### src/rtl/barret_211_sched.sv
// Round-robin scheduler sharing one Barrett reduction datapath (mod Q) between NUM_REQ requesters.
// One multiplier is time-shared across the two Barrett products; results leave on a tagged valid/ready port.
module barret_211_sched #(
  parameter int NUM_REQ = 4,
  parameter int TAG_W   = 2,
  parameter int Q       = 211,
  parameter int MU      = 310,
  parameter int SHIFT   = 8
) (
  input  logic                  clk,
  input  logic                  rst,
  input  logic [NUM_REQ-1:0]    req_valid,
  input  logic [NUM_REQ*15-1:0] req_data,
  output logic [NUM_REQ-1:0]    req_ready,
  output logic                  dout_valid,
  output logic [7:0]            dout_r,
  output logic [TAG_W-1:0]      dout_tag,
  input  logic                  dout_ready,
  output logic                  busy
);

  typedef enum logic [2:0] {
    S_IDLE   = 3'd0,
    S_MUL_MU = 3'd1,
    S_MUL_Q  = 3'd2,
    S_SUB    = 3'd3,
    S_CORR1  = 3'd4,
    S_CORR2  = 3'd5,
    S_DONE   = 3'd6
  } state_e;

  state_e             state_q, state_d;
  logic [TAG_W-1:0]   rr_ptr_q, rr_ptr_d;
  logic [TAG_W-1:0]   tag_q, tag_d;
  logic [14:0]        a_q, a_d;
  logic [16:0]        p_q, p_d;
  logic [16:0]        m_q, m_d;
  logic [15:0]        r_q, r_d;
  logic [7:0]         dout_r_q, dout_r_d;

  logic               grant_found_s;
  logic [TAG_W-1:0]   grant_idx_s;
  logic [TAG_W-1:0]   cand_s;
  logic [14:0]        a_sel_s;
  logic [NUM_REQ-1:0] req_ready_s;
  logic [16:0]        op_a_s, op_b_s, prod_s;
  logic [15:0]        r_corr_s;

  function automatic logic [15:0] corr_f(input logic [15:0] r);
    return (r >= 16'(Q)) ? (r - 16'(Q)) : r;
  endfunction

  // Round-robin search: first valid requester at or above rr_ptr, wrapping.
  always_comb begin
    grant_found_s = 1'b0;
    grant_idx_s   = '0;
    cand_s        = '0;
    for (int k = 0; k < NUM_REQ; k++) begin
      cand_s        = TAG_W'((int'(rr_ptr_q) + k) % NUM_REQ);
      grant_idx_s   = (!grant_found_s && req_valid[cand_s]) ? cand_s : grant_idx_s;
      grant_found_s = grant_found_s | req_valid[cand_s];
    end
  end

  // Operand select for the granted requester.
  always_comb begin
    a_sel_s = '0;
    for (int k = 0; k < NUM_REQ; k++) begin
      a_sel_s = (grant_idx_s == TAG_W'(k)) ? req_data[15*k +: 15] : a_sel_s;
    end
  end

  // The single shared multiplier: (a>>SHIFT)*MU, then (p>>SHIFT)*Q.
  always_comb begin
    op_a_s = (state_q == S_MUL_Q) ? 17'(p_q >> SHIFT) : 17'(a_q >> SHIFT);
    op_b_s = (state_q == S_MUL_Q) ? 17'(Q) : 17'(MU);
    prod_s = op_a_s * op_b_s;
  end

  assign r_corr_s = corr_f(r_q);

  // Next-state and datapath update for the fixed seven-state schedule.
  always_comb begin
    state_d     = state_q;
    rr_ptr_d    = rr_ptr_q;
    tag_d       = tag_q;
    a_d         = a_q;
    p_d         = p_q;
    m_d         = m_q;
    r_d         = r_q;
    dout_r_d    = dout_r_q;
    req_ready_s = '0;
    case (state_q)
      S_IDLE: begin
        if (grant_found_s) begin
          req_ready_s = NUM_REQ'(1) << grant_idx_s;
          a_d         = a_sel_s;
          tag_d       = grant_idx_s;
          rr_ptr_d    = (grant_idx_s == TAG_W'(NUM_REQ - 1)) ? '0 : grant_idx_s + TAG_W'(1);
          state_d     = S_MUL_MU;
        end else begin
          state_d     = S_IDLE;
        end
      end
      S_MUL_MU: begin
        p_d     = prod_s;
        state_d = S_MUL_Q;
      end
      S_MUL_Q: begin
        m_d     = prod_s;
        state_d = S_SUB;
      end
      S_SUB: begin
        // Barrett's estimate never exceeds the true quotient, so this cannot go negative.
        r_d     = 16'({2'b00, a_q} - m_q);
        state_d = S_CORR1;
      end
      S_CORR1: begin
        r_d     = r_corr_s;
        state_d = S_CORR2;
      end
      S_CORR2: begin
        r_d      = r_corr_s;
        dout_r_d = r_corr_s[7:0];
        state_d  = S_DONE;
      end
      S_DONE: begin
        state_d = dout_ready ? S_IDLE : S_DONE;
      end
      default: begin
        state_d = S_IDLE;
      end
    endcase
  end

  // State and datapath registers; reset discards any in-flight operand.
  always_ff @(posedge clk or posedge rst) begin
    if (rst) begin
      state_q  <= S_IDLE;
      rr_ptr_q <= '0;
      tag_q    <= '0;
      a_q      <= 15'd0;
      p_q      <= 17'd0;
      m_q      <= 17'd0;
      r_q      <= 16'd0;
      dout_r_q <= 8'd0;
    end else begin
      state_q  <= state_d;
      rr_ptr_q <= rr_ptr_d;
      tag_q    <= tag_d;
      a_q      <= a_d;
      p_q      <= p_d;
      m_q      <= m_d;
      r_q      <= r_d;
      dout_r_q <= dout_r_d;
    end
  end

  assign req_ready  = req_ready_s & {NUM_REQ{~rst}};
  assign dout_valid = (state_q == S_DONE);
  assign busy       = (state_q != S_IDLE);
  assign dout_r     = dout_r_q;
  assign dout_tag   = tag_q;

endmodule

### config.mk
export PLATFORM = sky130hd
export DESIGN_NAME = barret_211_sched
export DESIGN_NICKNAME = d
export VERILOG_FILES = /design/src/rtl/barret_211_sched.sv
export SDC_FILE = /design/constraint.sdc
export NUM_CORES = 1
export LEC_CHECK = 0
export ABC_AREA = 1
export BUFFER_PORTS_ARGS = -buffer_cell sky130_fd_sc_hd__clkbuf_2
export CAP_MARGIN = 20
export CORE_MARGIN = 2
export CORE_UTILIZATION = 45
export DETAILED_ROUTE_END_ITERATION = 10
export HOLD_SLACK_MARGIN = 0.05
export PLACE_DENSITY = 0.72
export SETUP_SLACK_MARGIN = 0.3
export SYNTH_ARGS = -nofsm -noshare
export SYNTH_HDL_FRONTEND = slang
export SYNTH_SLANG_ARGS = --single-unit
### constraint.sdc
create_clock -name clk -period 4.72 [get_ports clk]
set_input_delay 0.708 -clock clk [delete_from_list [all_inputs] [get_ports clk]]
set_output_delay 0.708 -clock clk [all_outputs]
set_load 0.02 [all_outputs]
==> results of run 1 <==
-- cells in the final DEF (no fill, tap or decap), drive strengths merged --
master	Yosys	final
nand2	340	340
inv	210	210
clkbuf	20	93
o21ai	90	90
dfrtp	71	71
nor2	70	70
nand3	66	66
ha	65	65
a21oi	34	34
buf	6	34
fa	33	33
xor2	15	15
nand4	9	9
nor3	8	8
or2	6	6
xnor2	5	5
conb	2	5
nand3b	4	4
o211ai	3	3
o21a	3	3
bufinv	0	3
a31oi	3	3
clkinv	0	2
o22ai	1	1
o21bai	1	1
a21boi	1	1
and3	1	1
a2bb2oi	1	1
o22a	1	1
-- sequential cells by signal, summed over array words and instances (netlist names) --
signal,flops
dout_tag,2
dout_r,8
rr_ptr_q,2
r_q,16
a_q,15
p_q,9
state_q,3
m_q,16
-- logic make-up (layout without fill, tap and decap cells) --
kind of cell	after synthesis	in the layout	synth area share (%)
other	2	5	0.104
xor gates and xnor gates	20	20	2.43
DFF	71	71	24.6
adders and majority gates	98	98	20.4
buffers and inverters	236	342	12.9
and+or+nand+nor	504	504	29.1
AOI/OAI and AO/OA	138	138	10.4
-- path summary, 6_finish.rpt --
| path | endpoint | cells after the start |
|---|---|---|
| worst max-delay path | p_q[10] | 23 |
| worst min-delay path | dout_r[0] | 2 |
| worst max register to register | p_q[10] | 23 |
| worst min register to register | dout_r[0] | 2 |
| max in group asynchronous | r_q[15] | 3 |
| min in group asynchronous | dout_tag[1] | 3 |
-- metal layers --
metal	track usage [%]	vias up	wire length [um]	share of wire, %
met1	30.6	3069	8540	44
met3	3.05	52	874	4.5
met4	7.82	0	860	4.5
met2	37.7	221	8940	47
li1	-	3514	-	-
met5	0	-	0	0
-- worst reg2reg max path: stages (launching register included) --
cell and delay [ns]:
dfrtp_1 0.38, inv_2 0.05, nor2_1 0.10, inv_1 0.09, nor2_4 0.16, clkinv_4 0.15
buf_6 0.18, nand2_1 0.10, inv_2 0.08, fa_2 0.58, fa_1 0.44, inv_2 0.09
fa_2 0.44, fa_1 0.50, inv_2 0.05, ha_4 0.30, nand3_2 0.09, nand3_2 0.11
nand2_1 0.08, nand3_2 0.08, o21ai_2 0.06, or2_4 0.23, nand3_1 0.07, o21ai_1 0.07
-- cell type report --
class | count | area (um2)
clock buffers | 11 | 243
clock inverters | 5 | 104
flip-flops and latches | 71 | 1780
well taps | 216 | 270
fillers | 1517 | 7000
inverters | 210 | 796
multi-input cells | 765 | 4880
repair buffers | 116 | 701
-- per-stage QoR --
stage	cell area [um2]	setup slack (ns)	utilization [%]	hold WS (ns)	std cells
floorplan	7260	0.302	-	0.453	1072
global placement	7930	0.149	50.3	0.462	1361
detailed placement	7930	0.0702	50.3	0.465	1362
CTS	8380	0.258	53.2	0.482	1383
global route	8770	-0.0265	55.6	0.496	1394
finish	8770	0.149	55.6	0.478	1394
-- timing repair --
| item | CTS | global route |
|---|---|---|
| setup buffers | 5 | 11 |
| endpoints found under the hold margin | 0 | 0 |
| setup endpoints to repair | 15 | 17 |
| pin swaps | 3 | 28 |
| gates resized for setup | 15 | 92 |
==> impl_metrics.json, run 1 <==
{
  "status": "finished clean",
  "nets": 1338,
  "worstSetupStartpoint": "state_q[1]",
  "setup_violations": 0,
  "crit_path_end_kind": "flip-flop",
  "synth-seq-cells": 71,
  "arrival_ns": 4.79,
  "synth.cell_area_um2": 7210,
  "crit_family": "adder cells",
  "synth-edff-count": 0,
  "slowest_delay_ns": 0.58,
  "postSynthCellCount": 1069,
  "wl_per_cell_um": 13.8,
  "ys_seq_area_share_pct": 24.6,
  "ys_warn_count": 0,
  "die-area_um2": 17100,
  "synthDistinctLibCells": 42,
  "grt_max_degree": 72,
  "rows": 46,
  "vias": 6856,
  "cts_made_buffers": 9,
  "rsz0062_at_grt": "true",
  "timing.final.crit_period_ns": 4.57,
  "synth_top_area_cell": "dfrtp_1",
  "crit_slowest_cell": "fa_2",
  "finalCritPeriodShare_pct": 96.8,
  "final_hold_viol_count": 0,
  "antenna_found_initial": 0,
  "cts_hold_buf": 0,
  "crit_chain": "inv_2, nor2_1, inv_1, nor2_4, clkinv_4, buf_6, nand2_1, inv_2, fa_2, fa_1, inv_2, fa_2, fa_1, inv_2, ha_4, nand3_2, nand3_2, nand2_1, nand3_2, o21ai_2, or2_4, nand3_1, o21ai_1",
  "hpwl_um": 14600,
  "synth_flop_cell": "dfrtp_1",
  "clock_path_buffers": 2,
  "grt_usage_pct": 22.7,
  "core_um2": 15800,
  "clock_sinks": 71,
  "ios": 83,
  "place.gp.congestion": 0.909,
  "cts_tree": "done",
  "min_from": "dout_r[0]",
  "async_reset_ff_share_pct": 100,
  "grt_pass1_wl_um": 30700,
  "worst_setup_path_start_kind": "flip-flop",
  "fp.dieH_um": 131,
  "io_buffer_count": 82,
  "drive_gt1_share_pct": 19.8,
  "netlist_top_cells_count": "nand2_1 (337), inv_1 (206), o21ai_0 (81), dfrtp_1 (71), nor2_1 (66)",
  "regToRegSetupSlack_ns": 0.15,
  "cp_data_required_time_ns": 4.94,
  "cts_max_level": 3,
  "cts.root.buffer_cell": "clkbuf_16",
  "drv_cap": 0,
  "tightest_slew_ns": 0.903,
  "start_util_pct": 45.7,
  "chipWidth_um": 131,
  "slew_viol_final": 0,
  "netlist_top_cells_area": "dfrtp_1 (25%), nand2_1 (18%), ha_1 (11%)",
  "crit_top_cell": "inv_2",
  "max_freq_mhz": 219,
  "wl_um": 19200,
  "yosys.area.top_type_share_pct": 24.6,
  "hold_class": "reg -> reg",
  "grt_pass1_vias": 6521,
  "syn_avg_cell_area_um2": 6.75,
  "clk_latency_ns": 0.34,
  "relSlewSlack_pct": 39.8,
  "clock_skew_ns": 0.0128,
  "avgViaCountPerCell": 4.92,
  "num_antenna_cells": 0,
  "critical_path_class": "reg -> reg",
  "ant_nets": 0,
  "critPathBufInv": 7,
  "grt-ovfl-total": 0,
  "worstPathMaxFanout": 7,
  "crit-reg2reg-launch": "state_q[1]",
  "clk_pin_slew_ns": 0.06,
  "area_growth_syn_to_layout_pct": 21.6,
  "drc": 0,
  "dr.first_iter.drc_count": 405,
  "first_pass_iters": 6,
  "synth.most_common_cell": "nand2_1",
  "fin_setup_tns_ns": 0
}
Power of run 1 is left out: the tool's default activity adds up to more than one toggle a clock period on the data nets, which glitch-free logic cannot reach.
==> inputs of run 2 (changes only) <==
--- a/config.mk
+++ b/config.mk
@@ -5,14 +5,13 @@
 export SDC_FILE = /design/constraint.sdc
 export NUM_CORES = 1
 export LEC_CHECK = 0
-export ABC_AREA = 1
 export BUFFER_PORTS_ARGS = -buffer_cell sky130_fd_sc_hd__clkbuf_2
 export CAP_MARGIN = 20
 export CORE_MARGIN = 2
-export CORE_UTILIZATION = 45
+export CORE_UTILIZATION = 54
 export DETAILED_ROUTE_END_ITERATION = 10
 export HOLD_SLACK_MARGIN = 0.05
-export PLACE_DENSITY = 0.72
+export PLACE_DENSITY = 0.83
 export SETUP_SLACK_MARGIN = 0.3
 export SYNTH_ARGS = -nofsm -noshare
 export SYNTH_HDL_FRONTEND = slang
==> impl_metrics.json, run 2 <==
{
  "layout_commonest_cell": "inv_1",
  "slowest_delay_ns": 0.53,
  "tightest_slew_ns": 1.04,
  "wl_um": 16800,
  "setup_ws_ns": -0.0623,
  "ios": 83,
  "vias": 5833,
  "nets": 1024,
  "busiest_layer": "met2",
  "cp_data_required_time_ns": 4.94,
  "clk_pin_slew_ns": 0.06,
  "cts_made_buffers": 9,
  "crit_slowest_cell": "fa_1",
  "place.gp.congestion": 0.915,
  "hpwl_um": 12500,
  "avgViaCountPerCell": 5.80,
  "drive_gt1_share_pct": 22.0,
  "crit_chain": "nor2b_4, nor2b_4, nand2_1, nand2_1, inv_1, fa_1, inv_1, fa_1, ha_1, inv_1, fa_1, inv_1, ha_4, a211oi_4, nor2_4, nor4_4, o31ai_2, o31ai_1, xor2_1, o21ai_1",
  "crit_top_cell": "inv_1",
  "wl_per_cell_um": 16.7,
  "cts_hold_buf": 0,
  "timing.final.crit_period_ns": 4.78,
  "ys_seq_area_share_pct": 27.8,
  "critical_path_class": "reg -> reg",
  "grt_pass1_wl_um": 26800,
  "clk_latency_ns": 0.34,
  "worst_setup_path_start_kind": "flip-flop",
  "synth.most_common_cell": "nand2_1",
  "use_met1_pct": 33.9,
  "clock_sinks": 71,
  "grtUsageMet3_pct": 4.39,
  "worstSetupStartpoint": "state_q[0]",
  "syn_avg_cell_area_um2": 8.29,
  "layout.cells.most_common_list": "inv_1 (90), nand2_1 (89), clkbuf_2 (82)",
  "ant_nets": 0,
  "grt_use_met2_pct": 45.3,
  "synth.cell_area_um2": 6390,
  "violations": "setup timing",
  "chipWidth_um": 113,
  "slew_viol_final": 0,
  "async_reset_ff_share_pct": 100,
  "core_um2": 11500,
  "worstSetupEndpoint": "m_q[15]",
  "clock_skew_ns": 0.00349,
  "arrival_ns": 5.00,
  "antenna_found_initial": 0,
  "n_fill_cell": 854,
  "rr_worst_depth": 20,
  "synth-seq-cells": 71,
  "finalCritPeriodShare_pct": 101,
  "cts_tree": "done",
  "final_hold_viol_count": 0,
  "grt_pass1_vias": 5641,
  "io_buffer_count": 82,
  "hold_class": "reg -> reg",
  "cts.root.buffer_cell": "clkbuf_16",
  "first_pass_iters": 5,
  "num_antenna_cells": 0,
  "setup_violations": 3,
  "die-area_um2": 12700,
  "netlist_top_cells_count": "nand2_1 (100), inv_1 (98), dfrtp_1 (71), ha_1 (65), nor2_1 (62)",
  "max_freq_mhz": 209,
  "rows": 39,
  "crit_path_end_kind": "flip-flop",
  "grt_max_degree": 38,
  "largest_registers": "m_q: 16 flops, r_q: 16 flops, a_q: 15 flops",
  "r2r_end": "m_q[15]",
  "dr.first_iter.drc_count": 465,
  "hold_slack_ns": 0.489,
  "status": "complete, but fails checks",
  "grt-ovfl-total": 0,
  "synth_flop_cell": "dfrtp_1",
  "start_util_pct": 55.7,
  "synthDistinctLibCells": 64,
  "clock_path_buffers": 2,
  "grt_usage_pct": 26.3,
  "netlist_top_cells_area": "dfrtp_1 (28%), ha_1 (13%), fa_1 (10%)",
  "yosys.area.top_type_share_pct": 27.8,
  "regToRegSetupSlack_ns": -0.06,
  "synth-edff-count": 0,
  "rsz0062_at_grt": "true",
  "relSlewSlack_pct": 30.7,
  "drv_cap": 0,
  "ys_warn_count": 0,
  "postSynthCellCount": 771,
  "area_growth_syn_to_layout_pct": 21.5,
  "synth_top_area_cell": "dfrtp_1",
  "cts_max_level": 3,
  "worstPathMaxFanout": 4,
  "fp.dieH_um": 113,
  "crit-reg2reg-launch": "state_q[0]",
  "drc": 0
}
run 2: per-layer routing:
metal	wire length (um)	up-vias
li1	-	2775
met1	6860	2757
met2	8260	235
met3	1020	66
met4	630	0
met5	0	-
run 2: what timing repair did:
item / 4_1_cts / 5_1_grt
gates resized for setup: 32 / 24
buffers inserted: 9 / 1
pin swaps: 23 / 13
endpoints found under the setup margin: 12 / 15
run 2: kinds of logic after synthesis:
| kind of cell | Yosys count | share of synthesized area [%] |
|---|---|---|
| buffers and inverters | 135 | 8.16 |
| other | 2 | 0.117 |
| and+or+nand+nor | 234 | 17.1 |
| xor gates and xnor gates | 31 | 4.25 |
| adders and majority gates | 98 | 23.1 |
| muxes | 3 | 0.470 |
| AOI/OAI and AO/OA | 197 | 19.0 |
| DFF | 71 | 27.8 |
run 2: layout make-up:
class	instances	area [um2]	area share, %
Multi-Input combinational cell	568	4480	57.7
Clock buffer	9	225	2.90
Tap cell	143	179	2.30
Timing Repair Buffer	110	647	8.33
Sequential cell	71	1780	22.9
Inverter	99	374	4.82
Clock inverter	6	86.3	1.11
run 2: metrics by stage:
step / cells / util, % / instance area (um2) / setup TNS, ns / setup slack (ns)
5_1_grt: 1006 / 67.7 / 7770 / -1.51 / -0.215
6_report: 1006 / 67.7 / 7770 / -0.129 / -0.0623
3_5_place_dp: 981 / 62.2 / 7140 / -0.0945 / -0.0548
3_3_place_gp: 981 / 62.2 / 7140 / 0 / 0.0932
2_1_floorplan: 774 / - / 6600 / 0 / 0.250
4_1_cts: 1005 / 66.7 / 7650 / 0 / 0.108
run 2: worst min path at each step:
| stage | start | endpoint | cells past startpoint |
|---|---|---|---|
| 2_1_floorplan | p_q[15] | p_q[15] | 2 |
| 3_3_place_gp | m_q[8] | m_q[8] | 2 |
| 3_5_place_dp | m_q[12] | m_q[12] | 2 |
| 4_1_cts | m_q[9] | m_q[9] | 2 |
| 5_1_grt | m_q[13] | m_q[13] | 2 |
| 6_report | dout_r[1] | dout_r[1] | 2 |
run 2: worst max-delay path, delay by kind of cell (launching register included):
family,cells,cell delay (ns)
flip-flops,1,0.41
adder cells (fa/ha/maj),5,1.88
XOR/XNOR,1,0.23
AO/OA/AOI/OAI,4,0.80
AND/OR/NAND/NOR,6,1.05
buffers and inverters,4,0.28
Power of run 2 is left out for the same reason.
